===== config.mk =====
export PLATFORM = sky130hd
export DESIGN_NAME = adc_pulse_synth
export DESIGN_NICKNAME = d
export VERILOG_FILES = /design/src/rtl/adc_pulse_synth.sv
export SDC_FILE = /design/constraint.sdc
export NUM_CORES = 1
export LEC_CHECK = 0
export CAP_MARGIN = 10
export CORE_ASPECT_RATIO = 0.7
export CORE_MARGIN = 5
export CORE_UTILIZATION = 33
export DETAILED_ROUTE_END_ITERATION = 7
export HOLD_SLACK_MARGIN = 0.08
export PLACE_DENSITY = 0.5
export SETUP_SLACK_MARGIN = 0.15
export SYNTH_ARGS = -nofsm -noshare
export SYNTH_HDL_FRONTEND = slang
export SYNTH_SLANG_ARGS = --single-unit

===== constraint.sdc =====
create_clock -name clk -period 13.4 [get_ports clk]
set_clock_uncertainty 0.2 [all_clocks]
set_input_delay 1.34 -clock clk [delete_from_list [all_inputs] [get_ports clk]]
set_output_delay 1.34 -clock clk [all_outputs]
set_load 0.005 [all_outputs]

===== src/rtl/adc_pulse_synth.sv =====
// adc_pulse_synth: synthetic ADC source playing a three-pulse sequence on channels a/b/c with a sample counter on d.
// Optional PULSE_SYNTH_NOISE_EN adds 16-bit LFSR noise (-8..+7) to every a/b/c sample.
module adc_pulse_synth #(
  parameter int ADC_DATA_WIDTH = 16,
  parameter int CNT_WIDTH      = 24
) (
  input  logic                        clk,
  input  logic                        rst,
  input  logic                        start,
  input  logic [ADC_DATA_WIDTH-1:0]   baseline,
  input  logic [3*ADC_DATA_WIDTH-1:0] amplitude_arr,
  input  logic [ADC_DATA_WIDTH-2:0]   slope,
  input  logic [3*CNT_WIDTH-1:0]      gap_arr,
  input  logic [CNT_WIDTH-1:0]        width,
  output logic [2*ADC_DATA_WIDTH-1:0] adc_data_a,
  output logic [2*ADC_DATA_WIDTH-1:0] adc_data_b,
  output logic [2*ADC_DATA_WIDTH-1:0] adc_data_c,
  output logic [2*ADC_DATA_WIDTH-1:0] adc_data_d,
  output logic                        adc_enable_a,
  output logic                        adc_enable_b,
  output logic                        adc_enable_c,
  output logic                        adc_enable_d,
  output logic                        adc_valid_a,
  output logic                        adc_valid_b,
  output logic                        adc_valid_c,
  output logic                        adc_valid_d,
  output logic                        busy,
  output logic                        done
);
  localparam int W = ADC_DATA_WIDTH;
  localparam int C = CNT_WIDTH;
  localparam logic [C-1:0] TIMER_ONE = {{(C-1){1'b0}}, 1'b1};
  localparam logic [W-1:0] CNT_ONE   = {{(W-1){1'b0}}, 1'b1};
  localparam logic [W-1:0] CNT_TWO   = {{(W-2){1'b0}}, 2'b10};
  localparam logic signed [W-1:0] SMAX = {1'b0, {(W-1){1'b1}}};
  localparam logic signed [W-1:0] SMIN = {1'b1, {(W-1){1'b0}}};

  typedef enum logic [2:0] {IDLE, GAP, RISE, HOLD, FALL, DONE} state_t;

  function automatic logic signed [W-1:0] sat(input logic signed [W:0] x);
    if (x[W] != x[W-1]) return x[W] ? SMIN : SMAX;
    return x[W-1:0];
  endfunction

  // One ramp sample: move by stp toward 'to' and never overshoot it; a zero step jumps straight there.
  function automatic logic signed [W-1:0] step_to(input logic signed [W-1:0] from,
                                                  input logic signed [W-1:0] to,
                                                  input logic [W-2:0] stp);
    logic signed [W-1:0] s;
    if (stp == '0) return to;
    if (to >= from) begin
      s = sat($signed({from[W-1], from}) + $signed({2'b00, stp}));
      return (s > to) ? to : s;
    end
    s = sat($signed({from[W-1], from}) - $signed({2'b00, stp}));
    return (s < to) ? to : s;
  endfunction

  function automatic logic [W-1:0] add_noise(input logic signed [W-1:0] x, input logic [3:0] n);
    return sat($signed({x[W-1], x}) + $signed({{(W-3){n[3]}}, n}));
  endfunction

  function automatic logic [C-1:0] max1(input logic [C-1:0] x);
    return (x == '0) ? TIMER_ONE : x;
  endfunction

  state_t state, state_n;
  logic [1:0] k, k_n;
  logic [C-1:0] timer, timer_n, gap_next;
  logic signed [W-1:0] level, level_n, base_out, amp_k, tgt, r0, r1, s0_n, s1_n;
  logic signed [W-1:0] base_s;
  logic [3*W-1:0] amp_s;
  logic [W-2:0] slope_s;
  logic [2*C-1:0] gap_s;
  logic [C-1:0] width_s;
  logic [W-1:0] cnt, cnt_n;
  logic load;
  logic [3:0] noise0, noise1;
  logic [2*W-1:0] data_a_n, data_b_n, data_c_n, data_d_n, pulse_word;

`ifdef PULSE_SYNTH_NOISE_EN
  function automatic logic [15:0] lfsr_step(input logic [15:0] l);
    return {l[0] ^ l[2] ^ l[3] ^ l[5], l[15:1]};
  endfunction

  logic [15:0] lfsr, lfsr_mid, lfsr_nxt;
  assign lfsr_mid = lfsr_step(lfsr);
  assign lfsr_nxt = lfsr_step(lfsr_mid);
  assign noise0   = lfsr_mid[3:0];
  assign noise1   = lfsr_nxt[3:0];

  // The LFSR free-runs two steps per clock: the earlier sample takes the first step's bits.
  always_ff @(posedge clk or posedge rst) begin
    if (rst) lfsr <= 16'hACE1;
    else     lfsr <= lfsr_nxt;
  end
`else
  assign noise0 = 4'd0;
  assign noise1 = 4'd0;
`endif

  always_comb begin
    amp_k    = amp_s[W-1:0];
    gap_next = gap_s[C-1:0];
    case (k)
      2'd1: begin
        amp_k    = amp_s[2*W-1:W];
        gap_next = gap_s[2*C-1:C];
      end
      2'd2: amp_k = amp_s[3*W-1:2*W];
      default: ;
    endcase
  end

  // level always holds the later, pre-noise sample of the current clock, so ramps resume from it.
  assign tgt = (state == GAP || state == RISE) ? amp_k : base_s;
  assign r0  = step_to(level, tgt, slope_s);
  assign r1  = step_to(r0, tgt, slope_s);

  // Next-state logic also produces the samples that will be shown during the next state's clock.
  always_comb begin
    state_n  = state;
    k_n      = k;
    timer_n  = timer;
    level_n  = level;
    load     = 1'b0;
    base_out = (state == IDLE || state == DONE) ? $signed(baseline) : base_s;
    s0_n     = base_out;
    s1_n     = base_out;
    unique case (state)
      IDLE: if (start) begin
        load    = 1'b1;
        state_n = GAP;
        k_n     = 2'd0;
        timer_n = max1(gap_arr[C-1:0]);
        level_n = base_out;
      end
      GAP: if (timer <= TIMER_ONE) begin
        state_n = RISE;
        s0_n    = r0;
        s1_n    = r1;
        level_n = r1;
      end else timer_n = timer - TIMER_ONE;
      RISE: if (level == amp_k) begin
        state_n = HOLD;
        timer_n = max1(width_s);
        s0_n    = amp_k;
        s1_n    = amp_k;
        level_n = amp_k;
      end else begin
        s0_n    = r0;
        s1_n    = r1;
        level_n = r1;
      end
      HOLD: if (timer <= TIMER_ONE) begin
        state_n = FALL;
        s0_n    = r0;
        s1_n    = r1;
        level_n = r1;
      end else begin
        timer_n = timer - TIMER_ONE;
        s0_n    = amp_k;
        s1_n    = amp_k;
      end
      FALL: if (level == base_s) begin
        if (k == 2'd2) state_n = DONE;
        else begin
          state_n = GAP;
          k_n     = k + 2'd1;
          timer_n = max1(gap_next);
        end
      end else begin
        s0_n    = r0;
        s1_n    = r1;
        level_n = r1;
      end
      DONE: state_n = IDLE;
      default: state_n = IDLE;
    endcase
  end

  always_comb begin
    data_a_n   = {add_noise(base_out, noise1), add_noise(base_out, noise0)};
    data_b_n   = data_a_n;
    data_c_n   = data_a_n;
    pulse_word = {add_noise(s1_n, noise1), add_noise(s0_n, noise0)};
    if (state_n != IDLE) begin
      case (k_n)
        2'd0: data_a_n = pulse_word;
        2'd1: data_b_n = pulse_word;
        2'd2: data_c_n = pulse_word;
        default: ;
      endcase
    end
    cnt_n = load ? '0 : (state != IDLE) ? cnt + CNT_TWO : cnt;
    data_d_n = (state_n != IDLE) ? {cnt_n + CNT_ONE, cnt_n} : adc_data_d;
  end

  always_ff @(posedge clk or posedge rst) begin
    if (rst) begin
      state      <= IDLE;
      k          <= '0;
      timer      <= '0;
      level      <= '0;
      base_s     <= '0;
      amp_s      <= '0;
      slope_s    <= '0;
      gap_s      <= '0;
      width_s    <= '0;
      cnt        <= '0;
      adc_data_a <= '0;
      adc_data_b <= '0;
      adc_data_c <= '0;
      adc_data_d <= '0;
      busy       <= 1'b0;
      done       <= 1'b0;
    end else begin
      state      <= state_n;
      k          <= k_n;
      timer      <= timer_n;
      level      <= level_n;
      cnt        <= cnt_n;
      adc_data_a <= data_a_n;
      adc_data_b <= data_b_n;
      adc_data_c <= data_c_n;
      adc_data_d <= data_d_n;
      busy       <= (state_n != IDLE);
      done       <= (state_n == DONE);
      if (load) begin
        base_s  <= $signed(baseline);
        amp_s   <= amplitude_arr;
        slope_s <= slope;
        gap_s   <= gap_arr[3*C-1:C];
        width_s <= width;
      end
    end
  end

  assign adc_enable_a = busy;
  assign adc_enable_b = busy;
  assign adc_enable_c = busy;
  assign adc_enable_d = busy;
  assign adc_valid_a  = busy;
  assign adc_valid_b  = busy;
  assign adc_valid_c  = busy;
  assign adc_valid_d  = busy;
endmodule

## Word-level counts from Yosys, hierarchy flattened

Cells that the tools add are included.

| word-level totals | value |
|---|---|
| memory bits (writable) | 0 |
| bits in registers | 342 |
| memories | 0 |
| bits in latches | 0 |
| input port bits | 178 |
| output and inout port bits | 138 |
| ROM bits | 0 |
| word-level logic and storage cells | 164 |

| operators by class | value |
|---|---|
| divide/modulo/power cells | 0 |
| bitwise operators | 0 |
| shifts and indexed selects | 0 |
| multiplexer cells | 96 |
| $mul | 0 |
| equality and inequality tests | 23 |
| reduce and logical (&&, ||, !) cells | 14 |
| $add $sub $neg | 8 |
| order comparisons | 7 |

Operator list:

| operator | count |
|---|---|
| 16-bit two-way mux | 46 |
| 24-bit two-way mux | 9 |
| 32-bit two-way mux | 6 |
| 16-bit one-hot mux with 4 select lines | 3 |
| 24-bit one-hot mux with 4 select lines | 1 |
| 24-bit logical NOT | 3 |
| 16-bit by 16-bit adder with 17-bit output | 2 |
| 16-bit by 16-bit subtractor with 17-bit output | 2 |
| 16-bit == test | 2 |
| 16-bit >= comparator | 2 |
| 16-bit > comparator | 2 |
| 16-bit < comparator | 2 |
| 16-bit one-hot mux with 2 select lines | 1 |
| 24-bit by 1-bit less-or-equal comparator with 1-bit output (second input constant) | 1 |
| 24-bit by 1-bit subtractor with 24-bit output (second input constant) | 1 |
| 1-bit two-way mux | 19 |
| 3-bit two-way mux | 6 |
| 16-bit by 1-bit adder with 16-bit output (second input constant) | 1 |
| 16-bit by 2-bit adder with 16-bit output (second input constant) | 1 |
| 15-bit logical NOT | 1 |
| 3-bit one-hot mux with 5 select lines | 1 |
| 2-bit != test (second input constant) | 5 |
| 3-bit == test (second input constant) | 3 |
| 3-bit by 2-bit == test with 1-bit output (second input constant) | 2 |
| 16 further kinds | 26 |

## Longest topological paths before layout

| logic depth | value |
|---|---|
| depth in word-level cells | 32 |
| mapped depth | 62 |
| gate-level depth less buffers | 57 |

## Worst setup path after synthesis

No wires, ideal clock.

| timing path | value |
|---|---|
| kind | flip-flop to flip-flop |
| start point | reg slope_s[1] |
| end point | reg adc_data_a[16] |
| setup slack | 1.259 ns |
| cell stages (with the launch flop) | 61 |
| path buffers | 5 |
| arrival | 11.859 ns |
| data required time | 13.118 ns |
| clock period less this slack | 12.141 ns |
| library setup time | 0.082 ns |
| path through | dfrtp_1 inv_1 ha_1 nand2b_1 a21oi_1 o21ba_2 o21bai_1 a21o_1 a2111o_1 a31oi_1 o21a_1 nand2_1 a21oi_1 nor2_1 xnor2_1 ha_1 nand2_1 a211oi_2 (+25 left out) ha_1 o2111a_1 a21boi_2 buf_2 nor2_1 ha_1 a21oi_1 nor2_1 a2111oi_0 nor2_1 a2111oi_0 a221oi_1 a21o_1 clkbuf_1 and2_1 a2111oi_0 o22ai_1 a31oi_1 |

| between the ends | value |
|---|---|
| longest elaborated chain between the ends | 30 |
| elaborated cells on any way between the ends | 66 |
| classes of those cells | 4 x add/sub; 5 x order compare; 4 x eq/ne; 52 x mux; 1 x reduce/logical |

RTL lines:

| item | RTL line | text |
|---|---|---|
| from (decl) | 73 | `logic [W-2:0] slope_s;` |
| from (signal assigned) | 232 | `slope_s <= slope;` |
| 16-bit by 16-bit adder with 17-bit output | 52 | `s = sat($signed({from[W-1], from}) + $signed({2'b00, stp}));` |
| 1-bit != test | 41 | `if (x[W] != x[W-1]) return x[W] ? SMIN : SMAX;` |
| 1-bit two-way mux | 41 |  |
| 1-bit two-way mux (2 in a row) | 51 | `if (to >= from) begin` |
| 16-bit two-way mux | 42 | `return x[W-1:0];` |
| 16-bit two-way mux (2 in a row) | 51 |  |
| 16-bit > comparator | 53 | `return (s > to) ? to : s;` |
| 16-bit two-way mux | 53 |  |
| (+13 left out) | n/a |  |
| 16-bit two-way mux | 51 |  |
| 16-bit two-way mux | 55 | `s = sat($signed({from[W-1], from}) - $signed({2'b00, stp}));` |
| 16-bit two-way mux * | 51 |  |
| 16-bit two-way mux, on equally long branches | n/a |  |
| 16-bit one-hot mux with 4 select lines * | 130 | `unique case (state)` |
| 32-bit two-way mux * | 188 | `case (k_n)` |
| 32-bit two-way mux * | 187 | `if (state_n != IDLE) begin` |
| net data_a_n[16] | 79 | `logic [2*W-1:0] data_a_n, data_b_n, data_c_n, data_d_n, pulse_word;` |
| to (signal assigned) | 223 | `adc_data_a <= data_a_n;` |
| to (decl) | 15 | `output logic [2*ADC_DATA_WIDTH-1:0] adc_data_a,` |

The timed path passes the listed nets; every way through them passes the cells marked *. The select of a mux whose other input is x is not followed.
A chain may end at the register's enable or synchronous reset.

## Worst setup path in the final report

| timing path | value |
|---|---|
| start point | reg slope_s[2] |
| end point | reg level[0] |

| between the ends | value |
|---|---|
| longest elaborated chain between the ends | 28 |
| elaborated cells on any way between the ends | 63 |
| classes of those cells | 4 x add/sub; 5 x order compare; 4 x eq/ne; 49 x mux; 1 x reduce/logical |

RTL lines:

| item | RTL line | text |
|---|---|---|
| 16-bit by 16-bit adder with 17-bit output | 52 |  |
| 1-bit != test | 41 |  |
| 1-bit two-way mux | 41 |  |
| 1-bit two-way mux (2 in a row) | 51 |  |
| 16-bit two-way mux | 42 |  |
| 16-bit two-way mux (2 in a row) | 51 |  |
| 16-bit > comparator | 53 |  |
| 16-bit two-way mux | 53 |  |
| (+9 left out) | n/a |  |
| 16-bit two-way mux (2 in a row) | 51 |  |
| 16-bit > comparator | 53 |  |
| 16-bit two-way mux | 53 |  |
| 16-bit two-way mux | 51 |  |
| 16-bit two-way mux | 55 |  |
| 16-bit two-way mux * | 51 |  |
| 16-bit two-way mux, on equally long branches | n/a |  |
| 16-bit one-hot mux with 4 select lines * | 130 |  |
| to (signal assigned) | 221 | `level <= level_n;` |
| to (decl) | 70 | `logic signed [W-1:0] level, level_n, base_out, amp_k, tgt, r0, r1, s0_n, s1_n;` |

Mark *: on every way between the ends. The rest lies on a longest branch, timed or not. The select of a mux whose other input is x is not followed.

==> results.py <==
metrics = {
    "synth": {
        "syn_avg_cell_area_sq_um": 8.03,
        "synth-seq-cells": 342,
        "seq_area_frac_synth": 0.354,
        "synthesis.area_sq_um": 24200,
        "yosysTopAreaCellShare": 0.354,
        "synth_top_cell_by_area": "dfrtp_1",
        "ys_top_cells_by_count": "683 x nand2_1, 342 x dfrtp_1, 267 x nor2_1, 209 x a21oi_1, 174 x o21ai_0",
        "yosys-top-cells-area": "dfrtp_1 35%, nand2_1 11%, ha_1 8.5%, a21oi_1 4.3%, nor2_1 4.1%",
        "synth_most_common_cell": "nand2_1",
        "synth_nets": 3357,
        "ys_types": 99,
        "yosysWarningCount": 0,
        "synthArstFlopShare": 1.00,
        "synthFlopType": "dfrtp_1",
        "syn_inst": 3010,
        "synth_edf_count": 0,
    },
    "cts": {
        "numCtsBuffers": 39,
        "ctsHoldBuffers": 0,
        "htreeDepth": 2,
        "root_buffer": "clkbuf_16",
        "cts_tree": "done",
        "clk_pin_slew_worst_paths_ns": 0.06,
        "cts_num_sinks": 342,
        "clock_latency_ns": 0.59,
        "clock_path_buffers": 3,
    },
    "floorplanning": {
        "core-area_sq_um": 73000,
        "initial_core_util": 0.331,
        "ioPinCount": 316,
        "dieArea_sq_um": 78800,
        "chipWidth_um": 333,
        "rows": 83,
        "die_h_um": 236,
    },
    "timing": {
        "tightest_slew_ns": 1.19,
        "period_minus_slack_ns": 12.62,
        "post-route-period-util": 0.942,
        "final-setup-viol-count": 0,
        "max_freq_mhz": 79.2,
        "hold_violations": 0,
        "fin_tns_setup_ns": 0,
        "relSlewSlack": 0.186,
        "drv_slew": 0,
        "rsz0062_at_grt": "no",
    },
    "finish": {
        "fin_cells": 4447,
        "area_delta_synth_final_pct": 29.0,
        "nFillCells": 7374,
        "utilization": 0.427,
        "seqCellArea_sq_um": 8560,
        "multiInputGateArea_sq_um": 14700,
        "drive_above_1_share": 0.125,
        "final_nets": 3788,
    },
    "critical_path": {
        "rr_startpoint": "slope_s[2]$_DFFE_PP0P_",
        "reg2reg_depth": 58,
        "critPathMaxStageDelay_ns": 0.47,
        "cp.required_ns": 13.68,
        "cp.arrival_ns": 12.90,
        "path_max_fanout": 12,
        "start_kind": "register",
        "r2r-end": "level[0]$_DFFE_PP0P_",
        "slowest_stage": "a222oi_1",
        "r2r_slack_ns": 0.78,
        "end_kind": "register",
        "crit_type": "register to register",
    },
    "detailed_routing": {
        "drtAntennaViolNets": 0,
        "routed_wl_um": 122000,
        "vias_per_cell": 5.75,
        "vias": 25567,
        "wl_per_cell_um": 27.4,
        "drc": 0,
        "firstDrtPassIters": 6,
        "initialDrtViolationCount": 2982,
    },
    "power_and_ir_drop": {
        "worst_ir_drop_vdd_mv": 0.0855,
        "p_total_mw": 2.23,
        "p_leak_nw": 14.2,
        "power_density_nw_per_um2": 71.6,
    },
    "placement": {
        "io_buffers": 315,
        "dp.cells": 4375,
        "dp_hpwl_um": 97700,
        "place_congestion": 0.991,
    },
    "job": {
        "cap_violations": 0,
    },
    "global_routing": {
        "grt_pass1_wl_um": 174000,
        "grt_max_degree": 90,
        "first_global_vias": 24422,
        "antenna_found_initial": 9,
        "grt_use_total": 0.296,
        "overflow": 0,
    },
    "worst_hold_path": {
        "holdPathEnd": "timer[17]$_DFFE_PP0P_",
        "hp-start": "timer[17]$_DFFE_PP0P_",
        "holdPathStages": 2,
        "hp-class": "register to register",
    },
    "outcome": {
        "status": "finished clean",
    },
}
-- sequential cells by signal, summed over array words and instances (netlist names) --
register,cells
adc_data_a,32
adc_data_b,32
adc_data_c,32
adc_data_d,32
adc_enable_a,1
amp_s,48
base_s,16
cnt,16
done,1
gap_s,48
k,2
level,16
slope_s,15
state,3
timer,24
width_s,24
-- cell families (layout without fill, tap and decap cells) --
kind of cell	count (synthesis)	in the layout	synth area share
DFF	342	342	0.354
AOI/OAI and AO/OA	796	796	0.219
buffers and inverters	286	745	0.0475
muxes	75	75	0.0332
adders and majority gates	170	170	0.0892
other	0	1	0
xor gates and xnor gates	93	93	0.0337
and+or+nand+nor	1248	1248	0.223
-- critical path, delay by kind of cell (launching register included) --
kind	cells	cell delay, ns
AND/OR/NAND/NOR	14	1.96
adder cells (fa/ha/maj)	7	2.14
buffers and inverters	10	1.42
flip-flops	1	0.42
XOR/XNOR	1	0.14
AO/OA/AOI/OAI	26	6.16
-- timing repair --
action | 4_1_cts | 5_1_grt
buffers inserted | 0 | 2
endpoints found under the setup margin | 0 | 64
resized for setup | 0 | 36
endpoints found under the hold margin | 0 | 0
-- through the flow --
| step | hold slack [ns] | worst slack, ns | area (sq um) |
|---|---|---|---|
| after CTS | 0.275 | 0.150 | 31000 |
| after detailed placement | 0.261 | 0.232 | 29700 |
| final | 0.269 | 0.780 | 31200 |
| after global routing | 0.292 | 0.155 | 31200 |
| after floorplan | 0.240 | 1.26 | 24200 |
| after global placement | 0.257 | 0.191 | 29700 |
-- routing by layer --
metal	global-route usage	share of wire
met5	0	0.00011
met3	0.100	0.12
met1	0.468	0.49
met4	0.0567	0.021
met2	0.383	0.37
-- worst max path at each step --
stage                            from                       end  slack, ns  cells past startpoint
6_report       slope_s[2]$_DFFE_PP0P_      level[0]$_DFFE_PP0P_       0.78                     58
3_5_place_dp   slope_s[2]$_DFFE_PP0P_  adc_data_b[20]$_DFF_PP0_       0.23                     58
3_3_place_gp   slope_s[2]$_DFFE_PP0P_  adc_data_a[20]$_DFF_PP0_       0.19                     58
4_1_cts        slope_s[2]$_DFFE_PP0P_  adc_data_a[20]$_DFF_PP0_       0.15                     58
2_1_floorplan  slope_s[1]$_DFFE_PP0P_  adc_data_a[16]$_DFF_PP0_       1.26                     60
5_1_grt        slope_s[2]$_DFFE_PP0P_  adc_data_a[30]$_DFF_PP0_       0.16                     58
-- placed cells by master, fill, tap and decap left out, drive strengths merged, types with 23 or more instances in the layout --
cell type,count
nand2,683
dfrtp,342
clkdlybuf4s50,315
nor2,268
buf,232
a21oi,213
o21ai,201
ha,165
inv,133
xnor2,75
clkbuf,51
nor3,48
a31oi,45
nand3,41
a22oi,40
mux2,38
nor4,37
mux2i,37
nand4,31
o21a,27
a211oi,27
nand2b,26
o22ai,23
-- cell type report --
type / instances / share of cell area
multi-input cells: 2382 / 0.472
flip-flops and latches: 342 / 0.275
repair buffers: 547 / 0.158
well taps: 977 / 0.0392
clock buffers: 51 / 0.0344
inverters: 129 / 0.0158
clock inverters: 18 / 0.00646
diodes: 1 / 0.0000803
-- power breakdown --
part           internal (mW)  total [mW]  switching (mW)
Combinational         0.0473      0.0865          0.0392
Sequential              1.03        1.03               0
Clock                  0.628        1.11           0.485
No activity file was read; power rests on OpenSTA's default activity.
